`config.mk`:
```
export PLATFORM = sky130hd
export DESIGN_NAME = ysyx_24110006_ifu
export DESIGN_NICKNAME = d
export VERILOG_FILES = /design/src/rtl/ysyx_24110006_ifu.sv
export SDC_FILE = /design/constraint.sdc
export NUM_CORES = 1
export LEC_CHECK = 0
export BUFFER_PORTS_ARGS = -buffer_cell sky130_fd_sc_hd__buf_2
export CAP_MARGIN = 40
export CORE_MARGIN = 2
export CORE_UTILIZATION = 48
export CTS_CLUSTER_DIAMETER = 120
export DETAILED_ROUTE_END_ITERATION = 8
export GPL_ROUTABILITY_DRIVEN = 0
export GPL_TIMING_DRIVEN = 0
export PLACE_DENSITY = 0.76
export SYNTH_ARGS = -nofsm -noshare
export SYNTH_HDL_FRONTEND = slang
export SYNTH_SLANG_ARGS = --single-unit
export TNS_END_PERCENT = 5
```
`constraint.sdc`:
```
create_clock -name i_clock -period 2.15 [get_ports i_clock]
set_input_delay 0.43 -clock i_clock [delete_from_list [all_inputs] [get_ports i_clock]]
set_output_delay 0.43 -clock i_clock [all_outputs]
set_load 0.05 [all_outputs]
```
`src/rtl/ysyx_24110006_ifu.sv`:
```
// Instruction fetch unit: issues one read per redirect from writeback,
// returns the fetched word plus its decoded immediate to decode.
module ysyx_24110006_ifu #(
   parameter logic [31:0] RESET_PC = 32'h8000_0000
) (
   input  logic        i_clock,
   input  logic        i_reset,
   input  logic        i_valid,
   input  logic [31:0] i_pc,
   output logic        o_arvalid,
   output logic [31:0] o_araddr,
   input  logic        i_arready,
   input  logic        i_rvalid,
   input  logic [31:0] i_rdata,
   input  logic [1:0]  i_rresp,
   output logic        o_rready,
   output logic        o_valid,
   output logic [31:0] o_inst,
   output logic [31:0] o_imm,
   output logic [31:0] o_pc,
   output logic        o_err
);

   localparam logic [31:0] EBREAK = 32'h0010_0073;
   localparam logic [1:0]  OKAY   = 2'b00;

   typedef enum logic [1:0] {S_AR, S_R, S_OUT, S_WAIT} state_t;

   state_t      state, state_nx;
   logic [31:0] pc;
   logic        misaligned;
   logic        capture;
   logic [31:0] inst_nx;
   logic        err_nx;

   assign misaligned = (pc[1:0] != 2'b00);
   assign o_araddr   = pc;
   assign o_valid    = (state == S_OUT);

   // Immediate extraction by opcode; unknown opcodes yield zero.
   function automatic logic [31:0] decode_imm(input logic [31:0] i);
      logic [31:0] imm;
      imm = 32'h0;
      case (i[6:0])
         7'b0010011, 7'b1100111, 7'b0000011, 7'b1110011:
            imm = {{20{i[31]}}, i[31:20]};
         7'b0110111, 7'b0010111:
            imm = {i[31:12], 12'b0};
         7'b1101111:
            imm = {{11{i[31]}}, i[31], i[19:12], i[20], i[30:21], 1'b0};
         7'b0100011:
            imm = {{20{i[31]}}, i[31:25], i[11:7]};
         7'b1100011:
            imm = {{19{i[31]}}, i[31], i[7], i[30:25], i[11:8], 1'b0};
         7'b0110011:
            imm = {25'b0, i[31:25]};
         default:
            imm = 32'h0;
      endcase
      return imm;
   endfunction

   // State register.
   always_ff @(posedge i_clock) begin
      if (i_reset) state <= S_AR;
      else         state <= state_nx;
   end

   // Next state, bus handshakes, and the word to capture for decode.
   // A misaligned pc never reaches the bus; it faults straight to S_OUT.
   always_comb begin
      state_nx  = state;
      o_arvalid = 1'b0;
      o_rready  = 1'b0;
      capture   = 1'b0;
      inst_nx   = EBREAK;
      err_nx    = 1'b1;
      case (state)
         S_AR: begin
            if (misaligned) begin
               capture  = 1'b1;
               state_nx = S_OUT;
            end else begin
               o_arvalid = 1'b1;
               if (i_arready) state_nx = S_R;
            end
         end
         S_R: begin
            o_rready = 1'b1;
            if (i_rvalid) begin
               capture  = 1'b1;
               state_nx = S_OUT;
               if (i_rresp == OKAY) begin
                  inst_nx = i_rdata;
                  err_nx  = 1'b0;
               end
            end
         end
         S_OUT:   state_nx = S_WAIT;
         S_WAIT:  if (i_valid) state_nx = S_AR;
         default: state_nx = S_AR;
      endcase
   end

   // PC only changes on a redirect accepted while idle.
   always_ff @(posedge i_clock) begin
      if (i_reset)                        pc <= RESET_PC;
      else if (state == S_WAIT && i_valid) pc <= i_pc;
   end

   // Decode-facing outputs, refreshed only when a fetch completes.
   always_ff @(posedge i_clock) begin
      if (i_reset) begin
         o_inst <= 32'h0;
         o_imm  <= 32'h0;
         o_pc   <= 32'h0;
         o_err  <= 1'b0;
      end else if (capture) begin
         o_inst <= inst_nx;
         o_imm  <= decode_imm(inst_nx);
         o_pc   <= pc;
         o_err  <= err_nx;
      end
   end

endmodule

```
==> flow_metrics.py, run 1 <==
metrics = {
    "floorplanning": {
        "io_pins": 203,
        "die_x_um": 105.5,
        "start_util": 0.4859,
        "rows": 37,
        "dieHeight_um": 105.5,
        "die_area_mm2": 0.01114,
        "fp.coreArea_mm2": 0.01018,
    },
    "routing": {
        "wirelength_um": 15500,
        "drc_errors": 0,
        "routed_via_density": 5.458,
        "wl_met2_um": 7512,
        "drtAntennaViolNets": 0,
        "top_layer": "met4",
        "vias": 5114,
        "drt-met1-wl_um": 6266,
        "routed-wl-met3_um": 1342,
        "drt_iter0_drc": 327,
        "wire_per_inst_um": 16.54,
        "drt_pre_antenna_iters": 5,
    },
    "clocking": {
        "clock_sinks": 131,
        "cts_tree": "built",
        "cts_buffer_depth": 2,
        "cts_max_level": 4,
        "clock_latency_ps": 520,
        "path_clk_slew_ps": 60,
        "cts_made_buffers": 17,
        "cts_setup_buffers": 0,
        "ctsRootBufferMaster": "clkbuf_8",
    },
    "yosys": {
        "ys_async_sr_fraction": 0,
        "synth.distinct_cells": 46,
        "ys_ff_latch": 131,
        "synth_warnings": 0,
        "synth_edf_count": 0,
        "yosysTopAreaCell": "dfxtp_1",
        "syn_area_mm2": 0.004948,
        "postSynthCellCount": 570,
        "synthesis.area_per_instance_um2": 8.682,
        "yosys.area.top_type_share": 0.5300,
        "synth_fp_nets": 645,
        "ys_seq_area_frac": 0.5300,
        "synth_flop_cell": "dfxtp_1",
        "synth.area.top_cells": "dfxtp_1 (53%), nand2_1 (11%), a21oi_1 (9.3%), a22oi_1 (3.9%), clkbuf_1 (2.7%)",
    },
    "sta": {
        "setup_viol": 0,
        "setup_ws_ps": 54.42,
        "clock-skew-final_ps": 6.016,
        "tightest_slew_ps": 714.4,
        "fin_crit_ps": 2096,
        "hold_viol_final": 0,
        "whs_ps": 118.3,
        "rsz0062_at_grt": "yes",
        "slew_headroom": 0.5209,
        "fin_crit_sh": 0.9747,
        "finalSetupTns_ps": 0,
        "drv_slew": 0,
        "max_freq_ghz": 0.4772,
    },
    "power": {
        "ir_drop_mv": 0.4053,
        "power_w": 0.006855,
        "power_leakage_nw": 2.978,
        "power_density_mw_per_mm2": 1016,
    },
    "cells_and_area": {
        "syn2layout_area_growth_pct": 36.33,
        "seq_area_mm2": 0.002623,
        "multi_input_comb_area_mm2": 0.002135,
        "fill_cells": 837,
        "n_antenna_cell": 0,
        "nets": 864,
        "drive_above_1_share": 0.3171,
    },
    "worst_setup_path": {
        "critical_path_required_ps": 1720,
        "start_kind": "flip-flop",
        "critPathKind": "reg -> out",
        "end_kind": "output pin",
        "path_max_fanout": 5,
        "max_stage_delay_ps": 330,
        "critPathSlowestCell": "dfxtp_1",
        "reg2regPathDepth": 8,
        "critPathArrivalTime_ps": 1670,
        "critPathCapture": "o_arvalid",
        "cp_cell_sequence": "inv_1 > ha_1 > nor3b_2 > buf_6",
        "worst_r2r_endpoint": "o_imm[30]",
        "crit_start": "state[0]",
        "r2r_start": "state[1]",
        "r2r_setup_slack_ps": 60,
    },
    "placed_design": {
        "numPortBuffers": 200,
        "dp_hpwl_um": 11230,
        "dp_slack_ps": -101.8,
    },
    "flow_run": {
        "max_cap_violations": 0,
    },
    "global_route": {
        "grt_pass1_wl_um": 24360,
        "track_usage": 0.2762,
        "grt_pass1_vias": 5015,
        "antenna_found_initial": 0,
        "overflow": 0,
        "grt_start_max_net_pins": 17,
    },
    "status": {
        "outcome": "finished clean",
    },
    "min_path": {
        "hold_path_class": "in -> reg",
    },
}
through the flow:
step	cells	instance area (um2)	utilization
finish	937	6746	0.6624
global route	937	6746	0.6624
CTS	937	6728	0.6606
detailed placement	906	6125	0.6014
global placement	906	6125	0.6014
floorplan	570	4954	-
state kept, by name (all words and copies together), names as in the netlist:
name	flops
o_inst	32
o_araddr	32
o_imm	32
o_pc	32
state	2
o_err	1
power breakdown:
part	switching, W	internal [W]
sequential	0.0000732	0.00254
combinational	0.000969	0.000339
clock	0.00103	0.00190
total	0.00208	0.00478
synthesized netlist by cell type (7+ instances only):
cell / instances
a21oi_1: 92
a221o_1: 13
a22oi_1: 26
and2_1: 12
buf_2: 10
clkbuf_1: 35
dfxtp_1: 131
nand2_1: 140
nand3_1: 7
nor2_1: 29
layout make-up:
cell class,instances,area share
flip-flops and latches,131,0.3887
multi-input cells,388,0.3164
repair buffers,200,0.1493
clock buffers,21,0.06510
plain buffers,45,0.02856
well taps,136,0.02522
clock inverters,10,0.02337
inverters,6,0.003338
layout by cell type (no fill, tap or decap), types with 2 or more instances in the layout:
cell	n
a21oi_1	92
and2_1	12
a31oi_1	2
clkinv_2	3
or3_1	2
clkbuf_8	2
dfxtp_1	131
buf_2	206
nand2_1	140
nand2b_1	6
clkinvlp_4	3
and3_1	2
nand3_1	7
nor2_1	28
clkbuf_4	3
a32oi_1	2
a221oi_1	2
a22o_1	4
ha_1	4
o31ai_1	3
inv_1	6
bufinv_16	4
o21ai_0	2
clkbuf_1	35
clkbuf_16	16
nand3b_1	6
a221o_1	13
nand4_1	5
a22oi_1	26
and4bb_2	2
o221a_2	6
clkbuf_2	3
cell families (layout without fill, tap and decap cells):
group,Yosys count,count (layout),share of synthesized area
buffers and inverters,51,282,0.04121
adder cells (fa/ha/maj),4,4,0.01011
flip-flops,131,131,0.5300
AND/OR/NAND/NOR,221,221,0.1995
AO/OA/AOI/OAI,160,160,0.2131
XOR/XNOR,1,1,0.001770
multiplexers,2,2,0.004298
worst max-delay path: cells and delay by family (launching register included):
family	cells	cell delay (ps)
buffers and inverters	2	310
and+or+nand+nor	1	240
adders and majority gates	1	250
DFF	1	330
layer usage:
| metal | vias up | track usage |
|---|---|---|
| met3 | 38 | 0.08163 |
| met4 | 0 | 0.1353 |
| met5 | - | 0 |
| met1 | 2399 | 0.3190 |
| li1 | 2426 | - |
| met2 | 251 | 0.4664 |
worst min-delay path by stage:
| stage | cells after the start | slack [ps] | end | start |
|---|---|---|---|---|
| 2_1_floorplan | 2 | 460 | state[1] | state[1] |
| 3_3_place_gp | 2 | 440 | o_pc[14] | o_pc[14] |
| 3_5_place_dp | 2 | 440 | o_pc[25] | o_pc[25] |
| 4_1_cts | 3 | 110 | o_araddr[31] | i_pc[31] |
| 5_1_grt | 3 | 130 | o_araddr[6] | i_pc[6] |
| 6_report | 3 | 120 | o_araddr[31] | i_pc[31] |
what timing repair did:
action,CTS,global route
setup endpoints to repair,21,78
hold buffers,0,0
gates resized for setup,3,9
(Power assumes the default switching activity.)
==> run 2: changes to the inputs <==
--- a/config.mk
+++ b/config.mk
@@ -5,15 +5,16 @@
 export SDC_FILE = /design/constraint.sdc
 export NUM_CORES = 1
 export LEC_CHECK = 0
+export ABC_AREA = 1
 export BUFFER_PORTS_ARGS = -buffer_cell sky130_fd_sc_hd__buf_2
 export CAP_MARGIN = 40
 export CORE_MARGIN = 2
-export CORE_UTILIZATION = 48
+export CORE_UTILIZATION = 49
 export CTS_CLUSTER_DIAMETER = 120
 export DETAILED_ROUTE_END_ITERATION = 8
 export GPL_ROUTABILITY_DRIVEN = 0
 export GPL_TIMING_DRIVEN = 0
-export PLACE_DENSITY = 0.76
+export PLACE_DENSITY = 0.75
 export SYNTH_ARGS = -nofsm -noshare
 export SYNTH_HDL_FRONTEND = slang
 export SYNTH_SLANG_ARGS = --single-unit
==> flow_metrics.py, run 2 <==
metrics = {
    "global_route": {
        "track_usage": 0.2609,
        "grt_start_max_net_pins": 17,
        "grt_pass1_vias": 5088,
        "grt_pass1_wl_um": 24360,
        "antenna_found_initial": 1,
        "overflow": 0,
    },
    "yosys": {
        "ys_async_sr_fraction": 0,
        "synth_xor_area_frac": 0,
        "synth_top_family_by_area": "simple AND/OR/NAND/NOR gates",
        "synth_fp_nets": 834,
        "postSynthCellCount": 759,
        "synth_edf_count": 0,
        "yosys-mux-area-fraction": 0,
        "synthesis.area_per_instance_um2": 7.268,
        "synth_compound_area_frac": 0.1272,
        "synth_warnings": 0,
        "synth-simple-area-share": 0.2978,
        "ys_ff_latch": 131,
        "syn_area_mm2": 0.005517,
        "synth.distinct_cells": 28,
        "synth.area.top_cells": "dfxtp_1 (48%), nor2_1 (11%), nand2_1 (8.2%), o21ai_0 (7.3%), inv_1 (5.5%)",
        "synth_adder_area_share": 0.009072,
        "synth_most_common_cell": "nor2_1",
        "synth_flop_cell": "dfxtp_1",
        "ys_seq_area_frac": 0.4754,
        "yosys.area.top_type_share": 0.4754,
        "yosysTopAreaCell": "dfxtp_1",
        "synth_common_cells": "nor2_1 (167), dfxtp_1 (131), nand2_1 (121)",
    },
    "floorplanning": {
        "fp.coreArea_mm2": 0.01094,
        "rows": 38,
        "die_x_um": 110.1,
        "io_pins": 203,
        "die_area_mm2": 0.01212,
        "dieHeight_um": 110.1,
        "start_util": 0.5045,
    },
    "flow_run": {
        "max_cap_violations": 0,
    },
    "placed_design": {
        "placed_area_mm2": 0.006703,
        "dp_hpwl_um": 11620,
        "dp.cells": 1101,
        "numPortBuffers": 202,
    },
    "cells_and_area": {
        "n_antenna_cell": 0,
        "fill_cells": 1010,
        "final_cell_count_no_fill": 1134,
        "final_area_mm2": 0.007365,
        "drive_above_1_share": 0.2948,
        "nets": 1056,
        "syn2layout_area_growth_pct": 33.50,
        "layout_common_cells": "buf_2 (206), nor2_1 (167), dfxtp_1 (131)",
        "mostFrequentLayoutCell": "buf_2",
    },
    "worst_setup_path": {
        "end_kind": "output pin",
        "critical_path_required_ps": 1720,
        "critPathKind": "reg -> out",
        "cp_top_family": "buffers and inverters",
        "timing.critical_path.mode_cell": "inv_1",
        "cp_num_buf_inv": 3,
        "critPathArrivalTime_ps": 1620,
        "start_kind": "flip-flop",
        "critPathSlowestCell": "dfxtp_1",
        "path_max_fanout": 4,
        "cp_cell_sequence": "inv_1 > ha_1 > nand2_1 > inv_1 > buf_2",
        "max_stage_delay_ps": 330,
    },
    "clocking": {
        "cts_max_level": 4,
        "clock_latency_ps": 410,
        "cts_tree": "built",
        "cts_buffer_depth": 2,
        "cts_made_buffers": 17,
        "ctsRootBufferMaster": "clkbuf_16",
        "path_clk_slew_ps": 60,
        "clock_sinks": 131,
    },
    "routing": {
        "wire_per_inst_um": 13.91,
        "routed_via_density": 4.901,
        "wirelength_um": 15770,
        "vias": 5558,
        "drt_iter0_drc": 351,
        "drtAntennaViolNets": 0,
        "drc_errors": 0,
        "drt_pre_antenna_iters": 4,
    },
    "power": {
        "internal_power_w": 0.005410,
        "power_density_mw_per_mm2": 1219,
        "netSwitchingPower_w": 0.003569,
        "sequentialPowerShare": 0.330,
        "power_leakage_nw": 3.855,
        "swShare": 0.3975,
        "pwr-share-clk": 0.344,
        "comb_power_share": 0.326,
        "ir_drop_mv": 0.8786,
    },
    "sta": {
        "tightest_slew_ps": 639.9,
        "drv_slew": 0,
        "rsz0062_at_grt": "yes",
        "max_freq_ghz": 0.4870,
        "fin_crit_sh": 0.9552,
        "clock-skew-final_ps": 9.003,
        "fin_crit_ps": 2054,
        "slew_headroom": 0.5734,
        "whs_ps": 236.7,
        "setup_viol": 0,
        "hold_viol_final": 0,
    },
    "min_path": {
        "hold_path_class": "in -> reg",
    },
    "status": {
        "outcome": "finished clean",
    },
}
-- run 2: final timing paths --
check | cells past startpoint | slack, ps | to | startpoint
worst min-delay path | 3 | 240 | o_araddr[31] | i_pc[31]
worst max-delay path | 5 | 100 | o_arvalid | state[0]
worst min register to register | 2 | 460 | o_inst[13] | o_inst[13]
worst max register to register | 14 | 120 | o_imm[20] | state[1]
-- run 2: per-layer routing --
layer,share of wire,vias to the layer above,GRT usage,wire [um]
li1,-,2829,-,-
met1,0.43,2502,0.3287,6801
met2,0.46,195,0.4185,7304
met3,0.077,30,0.07290,1214
met4,0.028,2,0.1125,437
met5,0.00076,-,0,12
-- run 2: final cells by class --
cell class                 instances  area, um2  share of cell area
clock buffer                      17      425.4             0.05776
clock inverter                    15      205.2             0.02786
timing repair buffer             203       1031              0.1400
tap                              140      175.2             0.02379
multi-input combinational        503       2405              0.3265
inverter                          84      317.8             0.04315
buffer                            41      182.7             0.02480
sequential                       131       2623              0.3561
-- run 2: power by group through the flow --
| stage | sequential, W | clock, W | combinational [W] |
|---|---|---|---|
| 6_report | 0.00296 | 0.00309 | 0.00293 |
| 3_5_place_dp | 0.00301 | 0 | 0.00287 |
| 3_3_place_gp | 0.00300 | 0 | 0.00285 |
| 5_1_grt | 0.00300 | 0.00321 | 0.00315 |
| 2_1_floorplan | 0.00417 | 0 | 0.00100 |
| 4_1_cts | 0.00296 | 0.00310 | 0.00290 |
-- run 2: tightest hold or removal path: stages --
cell and delay, ps:
buf_2 70, nand2_1 40, nand3_1 60
-- run 2: cell families after synthesis --
family | Yosys count
AOI/OAI and AO/OA | 131
adders and majority gates | 4
buffers and inverters | 125
DFF | 131
and+or+nand+nor | 368
-- run 2: per-stage QoR --
| stage | utilization | power, W | setup WS, ps | setup TNS, ps |
|---|---|---|---|---|
| floorplan | - | 0.005165 | 36.29 | 0 |
| global placement | 0.6129 | 0.005854 | -98.77 | -1961 |
| detailed placement | 0.6129 | 0.005882 | -77.72 | -1040 |
| CTS | 0.6713 | 0.008965 | 43.68 | 0 |
| global route | 0.6735 | 0.009368 | -31.01 | -45.02 |
| finish | 0.6735 | 0.008979 | 96.40 | 0 |
-- run 2: what timing repair did --
item                                    CTS  global route
hold endpoints to repair                  0             0
hold buffers                              0             0
setup buffers                             0             1
resized for setup                         1             3
endpoints found under the setup margin   68            42
==> run 3: changes to the inputs <==
--- a/config.mk
+++ b/config.mk
@@ -15,6 +15,7 @@
 export GPL_ROUTABILITY_DRIVEN = 0
 export GPL_TIMING_DRIVEN = 0
 export PLACE_DENSITY = 0.75
+export REMOVE_ABC_BUFFERS = 1
 export SYNTH_ARGS = -nofsm -noshare
 export SYNTH_HDL_FRONTEND = slang
 export SYNTH_SLANG_ARGS = --single-unit
==> flow_metrics.py, run 3 (synthesis gave the netlist of run 2 again) <==
metrics = {
    "clocking": {
        "clock_sinks": 131,
        "clock_latency_ps": 420,
        "cts_tree": "built",
        "cts_buffer_depth": 2,
        "ctsRootBufferMaster": "clkbuf_16",
        "cts_max_level": 4,
        "postCtsHoldBufs": 0,
        "cts_made_buffers": 17,
        "path_clk_slew_ps": 50,
    },
    "cells_and_area": {
        "final_area_mm2": 0.007561,
        "drive_above_1_share": 0.3172,
        "nets": 1033,
        "n_antenna_cell": 0,
        "multi_input_comb_area_mm2": 0.002476,
        "syn2layout_area_growth_pct": 37.06,
        "layout_common_cells": "buf_2 (202), nor2_1 (167), dfxtp_1 (130)",
        "seq_area_mm2": 0.002624,
        "fin_util": 0.6914,
        "fill_cells": 943,
        "final_cell_count_no_fill": 1111,
        "mostFrequentLayoutCell": "buf_2",
    },
    "power": {
        "power_density_mw_per_mm2": 1250,
        "power_leakage_nw": 3.954,
        "swShare": 0.3762,
        "comb_power_share": 0.326,
        "netSwitchingPower_w": 0.003556,
        "internal_power_w": 0.005896,
        "ir_drop_mv": 0.8717,
        "pwr-share-clk": 0.360,
        "sequentialPowerShare": 0.314,
    },
    "global_route": {
        "antenna_found_initial": 0,
        "grt_pass1_vias": 5019,
        "track_usage": 0.2571,
        "grt_start_max_net_pins": 94,
        "grt_pass1_wl_um": 23810,
        "overflow": 0,
    },
    "worst_setup_path": {
        "start_kind": "flip-flop",
        "reg2regPathDepth": 13,
        "critical_path_required_ps": 1720,
        "path_max_fanout": 5,
        "cp_num_buf_inv": 3,
        "r2r_start": "state[1]",
        "critPathSlowestCell": "dfxtp_1",
        "max_stage_delay_ps": 320,
        "cp_cell_sequence": "inv_1 > ha_2 > nand2_1 > inv_1 > buf_2",
        "cp_top_family": "buffers and inverters",
        "critPathKind": "reg -> out",
        "r2r_setup_slack_ps": 180,
        "end_kind": "output pin",
        "worst_r2r_endpoint": "o_imm[16]",
        "critPathArrivalTime_ps": 1590,
        "timing.critical_path.mode_cell": "inv_1",
    },
    "placed_design": {
        "dp_hpwl_um": 9872,
        "numPortBuffers": 202,
        "dp.cells": 1066,
        "placed_area_mm2": 0.006676,
        "dp_slack_ps": -637.2,
    },
    "sta": {
        "setup_viol": 0,
        "fin_crit_sh": 0.9411,
        "setup_ws_ps": 126.6,
        "tightest_slew_ps": 811.9,
        "max_freq_ghz": 0.4942,
        "slew_headroom": 0.4587,
        "finalSetupTns_ps": 0,
        "rsz0062_at_grt": "no",
        "hold_viol_final": 0,
        "clock-skew-final_ps": 7.346,
        "fin_crit_ps": 2023,
        "drv_slew": 0,
    },
    "routing": {
        "wirelength_um": 15530,
        "drt_iter0_drc": 319,
        "wire_per_inst_um": 13.98,
        "vias": 5446,
        "drt_pre_antenna_iters": 4,
        "drtAntennaViolNets": 0,
        "drc_errors": 0,
        "routed_via_density": 4.902,
    },
    "min_path": {
        "min_delay_worst_endpoint": "o_araddr[31]",
        "worstHoldStart": "i_pc[31]",
        "min_path_cells": 3,
        "hold_path_class": "in -> reg",
    },
    "floorplanning": {
        "io_pins": 203,
        "fp.coreArea_mm2": 0.01094,
        "die_area_mm2": 0.01212,
        "dieHeight_um": 110.1,
        "start_util": 0.5045,
        "rows": 38,
        "die_x_um": 110.1,
    },
    "flow_run": {
        "max_cap_violations": 0,
    },
    "status": {
        "outcome": "finished clean",
    },
}
-- run 3: cell count changes in the layout (fill, tap and decap cells not counted), sizes merged, moves of 2 or more --
cell	before	now
buf	215	219
bufinv	4	7
clkbuf	46	18
clkinv	5	3
inv	87	84
-- run 3: timing repair --
action                     CTS  global route
buffers inserted             9             2
pin swaps                    3             2
gates cloned                 1             1
gates resized for setup      7             8
setup endpoints to repair   83            38
-- run 3: power groups by stage --
stage	logic [W]	registers (W)	clock network, W
5_1_grt	0.00332	0.00301	0.00354
3_3_place_gp	0.00281	0.00299	0
4_1_cts	0.00307	0.00296	0.00344
3_5_place_dp	0.00294	0.00300	0
2_1_floorplan	0.000944	0.00417	0
6_report	0.00308	0.00296	0.00340
-- run 3: layout make-up --
cell class,count,share of cell area
Multi-Input combinational cell,505,0.3275
Clock inverter,14,0.03392
Tap cell,140,0.02317
Sequential cell,131,0.3470
Inverter,84,0.04319
Clock buffer,18,0.05808
Timing Repair Buffer,219,0.1671
-- run 3: worst max path at each step --
stage / endpoint / slack [ps] / cells past startpoint / startpoint
finish: o_arvalid / 130 / 5 / state[0]
detailed placement: o_inst[20] / -640 / 10 / state[1]
CTS: o_imm[19] / -30 / 12 / state[1]
global route: o_imm[5] / 6 / 14 / state[1]
floorplan: o_err / -2100 / 8 / state[1]
global placement: o_err / -4150 / 8 / state[1]
-- run 3: worst min-delay path, cell delays in order --
cell and delay, ps:
buf_2 70, nand2_1 40, nand3_1 50
-- run 3: routing by layer --
metal,vias to the layer above,wire length [um],track usage
met4,0,256,0.09821
li1,2786,-,-
met3,20,1392,0.1093
met1,2454,6398,0.2974
met2,186,7482,0.4224
met5,-,0,0
-- run 3: through the flow --
step	hold WS, ps	power [W]
floorplan	499.1	0.005109
global placement	447.2	0.005807
detailed placement	449.5	0.005944
CTS	205.3	0.009467
global route	244.1	0.009872
finish	215.7	0.009451
